### src/rtl/wb_regfile_pkg.sv
// Shared widths and constants for the writeback register file slice.
package wb_regfile_pkg;

    localparam int unsigned XLEN = 64;
    localparam int unsigned NREG = 32;
    localparam int unsigned AW   = 5;
    localparam int unsigned PCW  = 64;
    localparam int unsigned CNTW = 64;

    localparam logic [XLEN-1:0] ZERO_WORD = '0;
    localparam logic [AW-1:0]   ZERO_REG  = '0;
    localparam logic [PCW-1:0]  ZERO_PC   = '0;
    localparam logic [CNTW-1:0] ZERO_NUM  = '0;

    localparam logic ENABLE  = 1'b1;
    localparam logic DISABLE = 1'b0;

endpackage

### src/rtl/wb_regfile_core.sv
// Architectural integer register storage: one write port, two read ports with
// same-cycle write-through bypass. Index 0 always reads as zero.
module wb_regfile_core
    import wb_regfile_pkg::*;
(
    input  logic            clock,
    input  logic            reset,
    input  logic            w_valid,
    input  logic            w_ena,
    input  logic [AW-1:0]   w_addr,
    input  logic [XLEN-1:0] w_data,
    input  logic [AW-1:0]   rs1_addr,
    output logic [XLEN-1:0] rs1_data,
    input  logic [AW-1:0]   rs2_addr,
    output logic [XLEN-1:0] rs2_data,
    output logic            write_fire
);

    logic [XLEN-1:0] regs [NREG];

    assign write_fire = w_valid & w_ena & (w_addr != ZERO_REG);

    // x0 is never targeted by write_fire, so its entry stays at its reset value
    always_ff @(posedge clock) begin
        if (reset) begin
            for (int unsigned i = 0; i < NREG; i++) begin
                regs[AW'(i)] <= ZERO_WORD;
            end
        end else if (write_fire) begin
            regs[w_addr] <= w_data;
        end
    end

    always_comb begin
        rs1_data = regs[rs1_addr];
        if (rs1_addr == ZERO_REG) begin
            rs1_data = ZERO_WORD;
        end else if (write_fire && (rs1_addr == w_addr)) begin
            rs1_data = w_data;
        end
    end

    always_comb begin
        rs2_data = regs[rs2_addr];
        if (rs2_addr == ZERO_REG) begin
            rs2_data = ZERO_WORD;
        end else if (write_fire && (rs2_addr == w_addr)) begin
            rs2_data = w_data;
        end
    end

endmodule

### src/rtl/wb_regfile.sv
// Writeback stage consumer: register file plus registered commit record and
// retired-instruction counter for trace/difftest.
module wb_regfile
    import wb_regfile_pkg::*;
(
    input  logic            clock,
    input  logic            reset,
    input  logic            wb_valid,
    input  logic            wb_w_ena,
    input  logic [AW-1:0]   wb_w_addr,
    input  logic [XLEN-1:0] wb_w_data,
    input  logic [PCW-1:0]  wb_pc,
    input  logic [AW-1:0]   rs1_addr,
    output logic [XLEN-1:0] rs1_data,
    input  logic [AW-1:0]   rs2_addr,
    output logic [XLEN-1:0] rs2_data,
    output logic            commit_valid,
    output logic [PCW-1:0]  commit_pc,
    output logic            commit_wen,
    output logic [AW-1:0]   commit_rd,
    output logic [XLEN-1:0] commit_wdata,
    output logic [CNTW-1:0] instret
);

    logic write_fire;

    wb_regfile_core u_core (
        .clock      (clock),
        .reset      (reset),
        .w_valid    (wb_valid),
        .w_ena      (wb_w_ena),
        .w_addr     (wb_w_addr),
        .w_data     (wb_w_data),
        .rs1_addr   (rs1_addr),
        .rs1_data   (rs1_data),
        .rs2_addr   (rs2_addr),
        .rs2_data   (rs2_data),
        .write_fire (write_fire)
    );

    // Commit fields only move on a real retirement; bubbles just drop the pulse
    always_ff @(posedge clock) begin
        if (reset) begin
            commit_valid <= DISABLE;
            commit_pc    <= ZERO_PC;
            commit_wen   <= DISABLE;
            commit_rd    <= ZERO_REG;
            commit_wdata <= ZERO_WORD;
            instret      <= ZERO_NUM;
        end else begin
            commit_valid <= wb_valid;
            if (wb_valid) begin
                commit_pc    <= wb_pc;
                commit_rd    <= wb_w_addr;
                commit_wen   <= write_fire;
                commit_wdata <= write_fire ? wb_w_data : ZERO_WORD;
                instret      <= instret + CNTW'(1);
            end
        end
    end

endmodule

### config.mk
export PLATFORM = sky130hd
export DESIGN_NAME = wb_regfile
export DESIGN_NICKNAME = d
export VERILOG_FILES = /design/src/rtl/wb_regfile_pkg.sv /design/src/rtl/wb_regfile_core.sv /design/src/rtl/wb_regfile.sv
export SDC_FILE = /design/constraint.sdc
export NUM_CORES = 2
export LEC_CHECK = 0
export CORE_UTILIZATION = 62
export DETAILED_ROUTE_END_ITERATION = 16
export GPL_TIMING_DRIVEN = 0
export PLACE_DENSITY = 0.81
export REMOVE_ABC_BUFFERS = 1
export SETUP_SLACK_MARGIN = 0.4
export SLEW_MARGIN = 20
export SYNTH_ARGS = -nofsm -noshare
export SYNTH_HDL_FRONTEND = slang
export SYNTH_SLANG_ARGS = --single-unit
### constraint.sdc
create_clock -name clock -period 5.2 [get_ports clock]
set_clock_uncertainty 0.15 [all_clocks]
set_input_delay 1.3 -clock clock [delete_from_list [all_inputs] [get_ports clock]]
set_output_delay 1.3 -clock clock [all_outputs]
set_load 0.05 [all_outputs]
==> reports/metrics.csv, run 1 <==
metric,value,unit
CTS sink count,2247,
maximum buffer depth of the clock tree,3,
hold buffer count at CTS,0,
number of CTS-inserted buffers,228,
Tot GR Track Use,78.23,%
CTS root buffer,clkbuf_16,
total number of H-tree levels,4,
final weighted congestion in routability-driven placement,0.8315,
"Warnings, synthesis",0,
number of flops mapped to enable cells by yosys,2048,
width of the die,433.3,um
Stopped at,5_1_grt,
"count leader, synth",edfxtp_1,
grt repair worst endpoint,rs2_data[15],
initial core utilization,62.73,%
input/output buffers,473,
largest net degree at the start of global routing,79,
post-synthesis cell area,0.1153,sq mm
predominant post-synthesis flop cell,edfxtp_1,
Post-Place Worst Slack,-3409,ps
largest cells by area after synthesis,"edfxtp_1 53%, mux4_2 20%, and2_1 11%",
most frequent cells after synthesis,"2,048 x edfxtp_1, 1,992 x and2_1, 1,021 x mux4_2",
synthesized instance count,7903,
largest area contributor in the netlist,edfxtp_1,
count of unique library cells instantiated by Yosys,57,
status,aborted with a tool error,
initial antenna violation count,153,
ys async rst share,0,%
detailed placer's ending HPWL,254600,um
post-synth top area share,53.32,%
worst_ep kind,output port,
tool error,[ERROR GRT-0232] Routing congestion too high. Check the congestion heatmap in the GUI.,
height of the die,433.3,um
final global-route overflow total,296,
"Seq/Total Area, Yosys",56.77,%
Rows,157,
average footprint of a synthesized cell,14.59,sq um
post-synthesis sequential element count,2247,
number of top-level pins,474,
## what timing repair did
action / in CTS
setup buffers: 224
gates resized for setup: 1519
endpoints found under the setup margin: 698
cloned: 116
pin swaps: 106
## logic make-up after synthesis
group           after synthesis  synth area share (%)
compound gates              657                 3.969
xor+xnor                     59                0.4480
fa+ha+maj                     1               0.01085
buf+inv                     862                 2.825
flops                      2247                 56.77
mux                        1235                 21.80
other cells                   1              0.003251
simple gates               2841                 14.17
## through the flow
| step | cell area (sq um) | util, % | cells | hold WS (ps) |
|---|---|---|---|---|
| after floorplan | 112400 | - | 7117 | 538.0 |
| after global placement | 120200 | 65.37 | 10054 | 285.3 |
| after detailed placement | 126900 | 69.02 | 10338 | 291.6 |
| after CTS | 142600 | 77.58 | 11109 | 311.0 |
## per-layer routing
layer / GRT overflow / track usage [%]
met2: 136 / 89.50
met3: 11 / 71.10
met4: 130 / 75.62
met1: 17 / 75.50
met5: 2 / 60.53
==> run 2: changes to the inputs <==
--- a/config.mk
+++ b/config.mk
@@ -5,12 +5,11 @@
 export SDC_FILE = /design/constraint.sdc
 export NUM_CORES = 2
 export LEC_CHECK = 0
-export CORE_UTILIZATION = 62
+export CORE_UTILIZATION = 40
 export DETAILED_ROUTE_END_ITERATION = 16
 export GPL_TIMING_DRIVEN = 0
-export PLACE_DENSITY = 0.81
+export PLACE_DENSITY_LB_ADDON = 0.15
 export REMOVE_ABC_BUFFERS = 1
-export SETUP_SLACK_MARGIN = 0.4
 export SLEW_MARGIN = 20
 export SYNTH_ARGS = -nofsm -noshare
 export SYNTH_HDL_FRONTEND = slang
==> run 2 against run 1 <==
The flow now finishes, with violations (negative setup slack). Synthesized cell count stayed put. Area after synthesis stayed put.
==> reports/metrics.csv, run 2 <==
metric,value,unit
number of routed nets with antenna violations,0,
arrival time at the worst endpoint,3860,ps
number of DRC markers in iteration 0,11432,
chain of cells forming the critical path,buf_8 -> clkinv_4 -> nand3_4 -> buf_16 -> o22ai_1 -> nor3_1 -> nand3_2 -> nand2_1 -> clkdlybuf4s15_2,
status,finished with violations,
post-synth top area share,53.32,%
input/output buffers,473,
relative contribution of combinational cells to total power,14.3,%
startpoint-to-endpoint class of the critical path,in -> out,
sw power,0.01246,W
end point of the worst hold path,commit_wen,
routed wire length,474700,um
largest net degree at the start of global routing,74,
total of endpoints with negative setup slack in the final report,22,
WP data required,3750,ps
# Max-Cap Violations,0,
leakage power total,49.60,nW
number of vias per cell,6.420,
detailed-route via count,79494,
CTS sink count,2247,
source of the worst hold timing path,commit_wen,
setup ws final,-107.3,ps
detailed placer's ending HPWL,285900,um
Rows,196,
routed length per instance,38.34,um
destination of the worst register-to-register timing path,instret[63],
CP Capture Type,output port,
number of max-slew violations in the final report,0,
most common library cell in the layout ignoring fill and taps,edfxtp_1,
final weighted congestion in routability-driven placement,0.7581,
TritonCTS clock tree,built,
final hold violations,0,
max_slew headroom,26.97,%
initial core utilization,40.34,%
worst-skew pair later-pin latency,910,ps
Final Net Count,8531,
final total negative setup slack,-586.2,ps
number of global-route vias before repair,79441,
worst min-delay path class,reg -> reg,
CTS root buffer,clkbuf_16,
number of buffer and inverter stages on the critical path,4,
DRC errors left,0,
number of top-level pins,474,
switching fraction of total power,26.61,%
reg2reg path depth,6,
total number of H-tree levels,5,
library cell contributing the largest single delay on the critical path,nor3_1,
part of the cycle the worst path needs,102.1,%
minimum clock period after layout,5307,ps
clock-pin slew reported for the worst setup and hold paths after clock tree synthesis,50,ps
Sequential cell area,0.06548,sq mm
# fillers,23894,
post-synthesis sequential element count,2247,
max reg flops,2048,
post-layout instance area,0.1420,sq mm
post-synthesis cell area,0.1153,sq mm
largest area contributor in the netlist,edfxtp_1,
Critical Path Fanout Max,29,
"Seq/Total Area, Yosys",56.77,%
Worst Hold Depth,1,
final core utilization,49.67,%
internal cell power,0.03437,W
setup slack of the most critical reg-to-reg path,1750,ps
largest cells by area after synthesis,"edfxtp_1 53%, mux4_2 20%, and2_1 11%",
synthesized instance count,7903,
number of CTS-inserted buffers,269,
register share of total power,45.0,%
kind of launch point of the worst setup path,input port,
Die Outline Area,0.2905,sq mm
actual transition at the worst max-transition pin,1092,ps
largest register by flop count,u_core.regs,
length of the first detailed-routing pass in iterations,8,
"count leader, synth",edfxtp_1,
most frequent cells in the layout,"2,048 x edfxtp_1, 1,989 x and2_1, 1,021 x mux4_2, 303 x clkdlybuf4s50_1, 284 x clkbuf_16",
"Warnings, synthesis",0,
width of the die,539.0,um
top achievable clock speed,188.4,MHz
share of post-route cells with drive strength above 1,26.87,%
initial antenna violation count,34,
layout overhead on the synthesized area,23.15,%
Tot GR Track Use,32.03,%
failing checks,negative setup slack,
first-pass GRT wire length,646000,um
Placeable Area,0.2859,sq mm
predominant post-synthesis flop cell,edfxtp_1,
most frequent cells after synthesis,"2,048 x edfxtp_1, 1,992 x and2_1, 1,021 x mux4_2",
reg-to-reg startpoint,instret[11],
final global-route overflow total,0,
pwr dens,329.7,mW/mm^2
maximum buffer depth of the clock tree,4,
count of unique library cells instantiated by Yosys,57,
RSZ-0062 raised after global routing,yes,
part of the power in the clock network,40.7,%
number of flops mapped to enable cells by yosys,2048,
delay contributed by the slowest stage of the critical path,460,ps
height of the die,539.0,um
multi-input combinational cell area,0.04819,sq mm
area post-placement,0.1292,sq mm
peak ir drop on the vdd network,0.0002269,V
ys async rst share,0,%
average footprint of a synthesized cell,14.59,sq um
cell class contributing the biggest share of worst-path delay,buffers and inverters,
## run 2: cell counts after synthesis
No cell type changed its count.
## run 2: layer usage
layer  part of all wire [%]  up-vias  GRT usage (%)
met5                  0.011        -              0
met4                    5.7        8          15.44
met3                     11     1203          7.228
met2                     46     5344          51.15
met1                     37    41686          41.34
li1                       -    31253              -
## run 2: cell type report
| type | instances | share of cell area (%) |
|---|---|---|
| Sequential cell | 2247 | 46.10 |
| Multi-Input combinational cell | 4862 | 33.93 |
| Timing Repair Buffer | 990 | 10.51 |
| Clock buffer | 375 | 5.210 |
| Tap cell | 3762 | 3.314 |
| Clock inverter | 107 | 0.8307 |
| Inverter | 13 | 0.06078 |
| Antenna cell | 26 | 0.04581 |
## run 2: repair_timing
item	in CTS	in global routing
setup buffers	108	16
cloned	67	6
setup endpoints to repair	222	94
resized for setup	985	77
hold buffers	0	0
pin swaps	37	16
## run 2: kinds of logic (layout without fill, tap and decap cells)
group | Yosys count | in the layout | share of synthesized area (%)
compound gates | 657 | 657 | 3.969
xor+xnor | 59 | 59 | 0.4480
buf+inv | 862 | 1485 | 2.825
simple gates | 2841 | 2846 | 14.17
flops | 2247 | 2247 | 56.77
other cells | 1 | 90 | 0.003251
fa+ha+maj | 1 | 1 | 0.01085
mux | 1235 | 1235 | 21.80
## run 2: power groups by stage
stage | Clock, W | Sequential, W | Combinational, W
2_1_floorplan | 0 | 0.0214 | 0.00303
3_5_place_dp | 0 | 0.0214 | 0.00616
4_1_cts | 0.0192 | 0.0211 | 0.00662
5_1_grt | 0.0199 | 0.0212 | 0.00688
6_report | 0.0190 | 0.0211 | 0.00671
3_3_place_gp | 0 | 0.0214 | 0.00901
## run 2: metrics by stage
step                setup slack (ps)  power (W)  cells  hold slack, ps
global route                  -79.40    0.04791  12359           326.6
CTS                           -68.44    0.04689  12336           312.4
floorplan                      -7644    0.02448   7117           538.0
finish                        -107.3    0.04683  12382           304.4
detailed placement             -3046    0.02759  11682           290.3
global placement             -112490    0.03042  11352           285.1
## run 2: how the worst max path moves through the flow
stage                     slack, ps  cells past startpoint    startpoint      endpoint
after floorplan               -7640                      5  wb_w_addr[4]  rs1_data[10]
after global placement      -112490                      6   rs2_addr[0]  rs2_data[14]
after detailed placement      -3050                     12  wb_w_addr[2]  rs1_data[46]
after CTS                       -70                     11   rs2_addr[0]  rs2_data[46]
after global routing            -80                     11   rs2_addr[0]  rs2_data[46]
final                          -110                      9   rs2_addr[4]  rs2_data[27]
Note: power is estimated with default switching activity, not from simulation.
